[config.mk]
export PLATFORM = sky130hd
export DESIGN_NAME = dmem_write_buffer
export DESIGN_NICKNAME = d
export VERILOG_FILES = /design/src/rtl/dmem_write_buffer.sv
export SDC_FILE = /design/constraint.sdc
export NUM_CORES = 1
export LEC_CHECK = 0
export ABC_AREA = 1
export CAP_MARGIN = 10
export CELL_PAD_IN_SITES_DETAIL_PLACEMENT = 1
export CELL_PAD_IN_SITES_GLOBAL_PLACEMENT = 1
export CORE_MARGIN = 4
export CORE_UTILIZATION = 44
export CTS_BUF_LIST = sky130_fd_sc_hd__clkbuf_8
export CTS_CLUSTER_DIAMETER = 40
export DETAILED_ROUTE_END_ITERATION = 10
export GPL_ROUTABILITY_DRIVEN = 0
export PLACE_DENSITY = 0.95
export SETUP_SLACK_MARGIN = 0.02
export SYNTH_ARGS = -nofsm -noshare
export SYNTH_HDL_FRONTEND = slang
export SYNTH_SLANG_ARGS = --single-unit
[constraint.sdc]
create_clock -name clk -period 31.2 [get_ports clk]
set_input_delay 6.24 -clock clk [delete_from_list [all_inputs] [get_ports clk]]
set_output_delay 6.24 -clock clk [all_outputs]
set_load 0.005 [all_outputs]
[src/rtl/dmem_write_buffer.sv]
// dmem_write_buffer: store buffer between the CPU data port and a single-ported,
// combinational-read data_memory. Stores retire into a circular FIFO with zero
// latency to the CPU and drain to memory whenever the port is not claimed by the
// CPU. Loads forward from the youngest matching buffered store, otherwise they
// read memory directly and take priority over draining.
//
// Configuration:
//   WBUF_COALESCE_EN  when defined, a store to the word address of the youngest
//                     buffered entry (not draining this cycle) overwrites that
//                     entry's data instead of allocating a new one.
//
// Ports:
//   clk, rst                  clock; asynchronous active-high reset
//   cpu_mem_read/write        CPU load/store request for this cycle
//   cpu_addr, cpu_wdata       CPU byte address (bits [1:0] ignored for matching), store data
//   cpu_rdata                 load data to the CPU (combinational)
//   cpu_stall                 CPU must hold its request (store into a full buffer)
//   mem_read/write            data_memory strobes
//   mem_addr, mem_wdata       data_memory address and write data
//   mem_rdata                 data_memory combinational read data
//   wbuf_empty, wbuf_count    buffer occupancy
module dmem_write_buffer #(
    parameter int unsigned DEPTH = 4
) (
    input  logic                     clk,
    input  logic                     rst,
    input  logic                     cpu_mem_read,
    input  logic                     cpu_mem_write,
    input  logic [31:0]              cpu_addr,
    input  logic [31:0]              cpu_wdata,
    output logic [31:0]              cpu_rdata,
    output logic                     cpu_stall,
    output logic                     mem_read,
    output logic                     mem_write,
    output logic [31:0]              mem_addr,
    output logic [31:0]              mem_wdata,
    input  logic [31:0]              mem_rdata,
    output logic                     wbuf_empty,
    output logic [$clog2(DEPTH):0]   wbuf_count
);

    localparam int unsigned PW = $clog2(DEPTH);
    localparam int unsigned CW = PW + 1;
    localparam logic [PW-1:0] PtrOne = 1;
    localparam logic [CW-1:0] CntOne = 1;
    localparam logic [CW-1:0] CntFull = CW'(DEPTH);

    logic [29:0]   addr_q [DEPTH];
    logic [31:0]   data_q [DEPTH];
    logic [DEPTH-1:0] valid_q;
    logic [PW-1:0] head_q;
    logic [PW-1:0] tail_q;
    logic [CW-1:0] count_q;

    logic          store_req;
    logic          load_req;
    logic          dual_req;
    logic          hit;
    logic [31:0]   hit_data;
    logic [PW-1:0] idx;
    logic          buf_empty;
    logic          full;
    logic          load_miss;
    logic          drain;
    logic          coalesce;
    logic          enq;

    // Requests are masked while reset is held so no strobe leaks out.
    assign store_req = cpu_mem_write & ~rst;
    assign load_req  = cpu_mem_read & ~cpu_mem_write & ~rst;
    assign dual_req  = cpu_mem_read & cpu_mem_write & ~rst;

    // Walk oldest to youngest so the youngest match is the one left standing.
    always_comb begin
        hit      = 1'b0;
        hit_data = '0;
        idx      = head_q;
        for (int unsigned i = 0; i < DEPTH; i++) begin
            idx = head_q + PW'(i);
            if (valid_q[idx] && (addr_q[idx] == cpu_addr[31:2])) begin
                hit      = 1'b1;
                hit_data = data_q[idx];
            end
        end
    end

    assign buf_empty = (count_q == '0);
    assign full      = (count_q == CntFull);
    assign load_miss = load_req & ~hit;

    // A cycle carrying both requests keeps the port for the CPU: the store is
    // accepted, the load is dropped, and the buffer does not drain. This is the
    // only way the CPU can hold the buffer back while it keeps issuing stores.
    assign drain = ~buf_empty & ~load_miss & ~dual_req;

`ifdef WBUF_COALESCE_EN
    logic [PW-1:0] youngest;
    assign youngest = tail_q - PtrOne;
    // The youngest entry is draining only when it is also the head.
    assign coalesce = store_req & ~buf_empty & valid_q[youngest]
                    & (addr_q[youngest] == cpu_addr[31:2])
                    & ~(drain && (count_q == CntOne));
`else
    assign coalesce = 1'b0;
`endif

    assign cpu_stall = store_req & full & ~coalesce;
    assign enq       = store_req & ~full & ~coalesce;

    always_comb begin
        mem_read  = load_miss;
        mem_write = drain;
        mem_addr  = '0;
        mem_wdata = '0;
        cpu_rdata = '0;
        if (load_miss) begin
            mem_addr = cpu_addr;
        end else if (drain) begin
            mem_addr = {addr_q[head_q], 2'b00};
        end
        if (drain) begin
            mem_wdata = data_q[head_q];
        end
        if (load_req) begin
            cpu_rdata = hit ? hit_data : mem_rdata;
        end
    end

    assign wbuf_empty = buf_empty;
    assign wbuf_count = count_q;

    always_ff @(posedge clk or posedge rst) begin
        if (rst) begin
            head_q  <= '0;
            tail_q  <= '0;
            count_q <= '0;
            valid_q <= '0;
            for (int unsigned i = 0; i < DEPTH; i++) begin
                addr_q[i] <= '0;
                data_q[i] <= '0;
            end
        end else begin
            // Head and tail never coincide when both drain and enq fire.
            if (drain) begin
                valid_q[head_q] <= 1'b0;
                head_q          <= head_q + PtrOne;
            end
            if (enq) begin
                addr_q[tail_q]  <= cpu_addr[31:2];
                data_q[tail_q]  <= cpu_wdata;
                valid_q[tail_q] <= 1'b1;
                tail_q          <= tail_q + PtrOne;
            end
`ifdef WBUF_COALESCE_EN
            if (coalesce) begin
                data_q[youngest] <= cpu_wdata;
            end
`endif
            if (enq && !drain) begin
                count_q <= count_q + CntOne;
            end else if (drain && !enq) begin
                count_q <= count_q - CntOne;
            end
        end
    end

endmodule

==> reports/metrics.cfg <==
[run_status]
run_status=complete, no violations

[final_layout]
final_cell_mix=nand2_1 (1306), o21ai_0 (525), nand3_1 (420), inv_1 (279), dfrtp_1 (257)
finalCoreUtilization_pct=52.2
fillers=6145
drive_gt1_share_pct=4.82
area_growth_pct=17.8
fin_nets=3502
final_common_cell=nand2_1

[pwr]
power_density_nw_per_um2=128
leakagePower_uw=0.0114
ir_drop_uv=75.0

[clock_network]
cts_resized=0
clk_root_buffer_cell=clkbuf_8
clk_latency_ps=690
cts_num_sinks=259
holdBufCountCts=0
cts.clk_slew.worst_paths_ps=60
numCtsBuffers=59
postCtsSetupBuffers=0
cts_htree_levels=2
ctsLongestPathBuffers=3
cts_tree=yes

[worst_setup_path]
critPathKind=in -> out
cp_top_family=buffers and inverters
path_max_fanout=54
cp-end-kind=output pin
worstPathRequired_ps=24960
max_stage_delay_ps=600
crit_chain=clkdlybuf4s50_1 > inv_1 > nand3_1 > nand2_1 > nor2_1 > nand2_1 > nor2_1 > nand2_1 > nor2_2 > buf_4 > nor2_1 > nand3_2 > nand2_2 > buf_4 > o21ai_0 > clkdlybuf4s50_1
crit_buf_inv=5
cp-start-kind=primary input
slowest_stage=clkdlybuf4s50_1
arrival_ps=10500

[timing]
finalHoldViolCount=0
rsz0062_at_grt=no
worst_pin_slew_ps=1190
setup_violations=0
clock.fmax_ghz=0.0597
min_period_over_period_pct=53.7
fin_crit_ps=16740
tns_ps=0
relSlewSlack_pct=20.7
final-max-slew-violation-count=0
fin_worst_skew_ps=55.2

[synthesis]
yosys_warnings=0
synth_area_um2=19600
synth-main-ff-cell=dfrtp_1
synthDistinctLibCells=30
syn_area_per_cell_um2=5.93
syn-num-nets=3411
synthArstFlopShare_pct=100
synth_seq_area_share_pct=33.1
synth_edf_count=0
ys_seq_elements=259
syn_inst=3301

[detailed_routing]
routed_wl_um=84800
viasPerCell=5.92
avgRoutedWirePerCell_um=21.0
via_count=23900
dr.pass1.iters=6
drcViolationCount=0
drtAntennaViolNets=0
drt-initial-drc-count=2350

[global_route]
track_usage_pct=34.6
antenna_found_initial=7
grt_pass1_vias=25300
grtUsageMet3_pct=8.28
use_met1_pct=42.1
grt_util_met2_pct=56.3
grt_max_degree=130
gr-total-overflow=0
grt.busiest_layer=met2
grt_pass1_wl_um=133000

[floorplan]
dieArea_um2=47900
die_h_um=219
die_w_um=219
core-area_um2=44100
num_rows=77
io_pins=203
start_util_pct=44.4

[place]
io_buffers=202
dpl.hpwl_um=54100

[hold_path]
hp-class=reg -> reg

[run]
drv_cap=0

path summary, 6_finish.rpt:
kind,cells after the start,startpoint,slack [ps],end
worst min register to register,2,valid_q[1],480,valid_q[1]
max in group asynchronous,3,rst,23350,head_q[0]
worst max register to register,20,head_q[0],24180,wbuf_count[1]
worst min-delay path,2,valid_q[1],480,valid_q[1]
min in group asynchronous,2,rst,6190,wbuf_count[1]
worst max-delay path,16,cpu_addr[12],14460,mem_addr[31]
synthesized netlist by cell type (2+ instances only):
cell | count | area, um2
buf_6 | 11 | 124
nor3_1 | 2 | 10.0
xor2_1 | 3 | 26.3
dfrtp_1 | 259 | 6480
buf_4 | 9 | 67.6
a21oi_1 | 66 | 330
buf_2 | 46 | 230
o21ai_1 | 31 | 155
nor2_1 | 168 | 631
inv_2 | 8 | 30.0
clkbuf_1 | 98 | 368
nand2_1 | 1311 | 4920
buf_1 | 36 | 135
nand3_1 | 420 | 2100
inv_1 | 273 | 1020
nand4_1 | 2 | 12.5
ha_1 | 9 | 113
o21ai_0 | 525 | 2630
xnor2_1 | 2 | 17.5
nor2_2 | 12 | 75.1
area by class of cell:
type,count,area (um2),share of cell area [%]
inverter,283,1080,4.68
antenna,4,10.0,0.0434
clock buffer,68,936,4.06
multi-input combinational,2559,11100,48.3
tap,592,741,3.21
timing repair buffer,230,2230,9.68
sequential,259,6490,28.1
clock inverter,43,439,1.91
worst register-to-register path, stage by stage (launching register included):
cell and delay (ps):
dfrtp_4 1020, inv_4 310, ha_4 600, inv_4 710
buf_4 840, nand3_1 280, nand3_1 190, nand2_1 90
nor2_1 250, nand2_1 110, nor2_1 150, nand2_1 90
nor2_2 120, buf_4 460, nor2_1 130, nand3_2 210
nand2_2 270, ha_1 280, inv_1 110, fa_1 410
mux2_2 270
power breakdown:
part	internal, uW	switching (uW)
registers	503	139
clock network	263	192
logic	576	1280
total	1340	1610
registers in the layout (all words and copies together), names as in the netlist:
name / cells
addr_q: 120
data_q: 128
head_q: 2
tail_q: 2
valid_q: 4
wbuf_count: 3
layer usage:
layer	up-vias	wire, um
met5	-	52
met4	6	4640
met3	323	7840
met2	1172	39400
met1	11600	32800
li1	10800	-
cells by family (layout without fill, tap and decap cells):
logic type      Yosys count  after routing  share of synthesized area (%)
flops                   259            259                           33.1
compound gates          624            624                           16.0
buf+inv                 483            624                           10.2
mux                       1              1                         0.0575
other cells               0              4                              0
xor+xnor                  5              5                          0.224
simple gates           1919           1919                           39.8
fa+ha+maj                10             10                          0.678
through the flow:
step / hold slack, ps / area (um2) / setup slack, ps / instances / power, uW
floorplan: 442 / 19600 / 12140 / 3301 / 1780
global placement: 461 / 21700 / 14770 / 3923 / 2280
detailed placement: 462 / 21700 / 14630 / 3923 / 2400
CTS: 477 / 23000 / 14570 / 4034 / 2900
global route: 506 / 23000 / 14260 / 4037 / 3180
finish: 477 / 23100 / 14460 / 4038 / 2950
(Power assumes the default switching activity.)
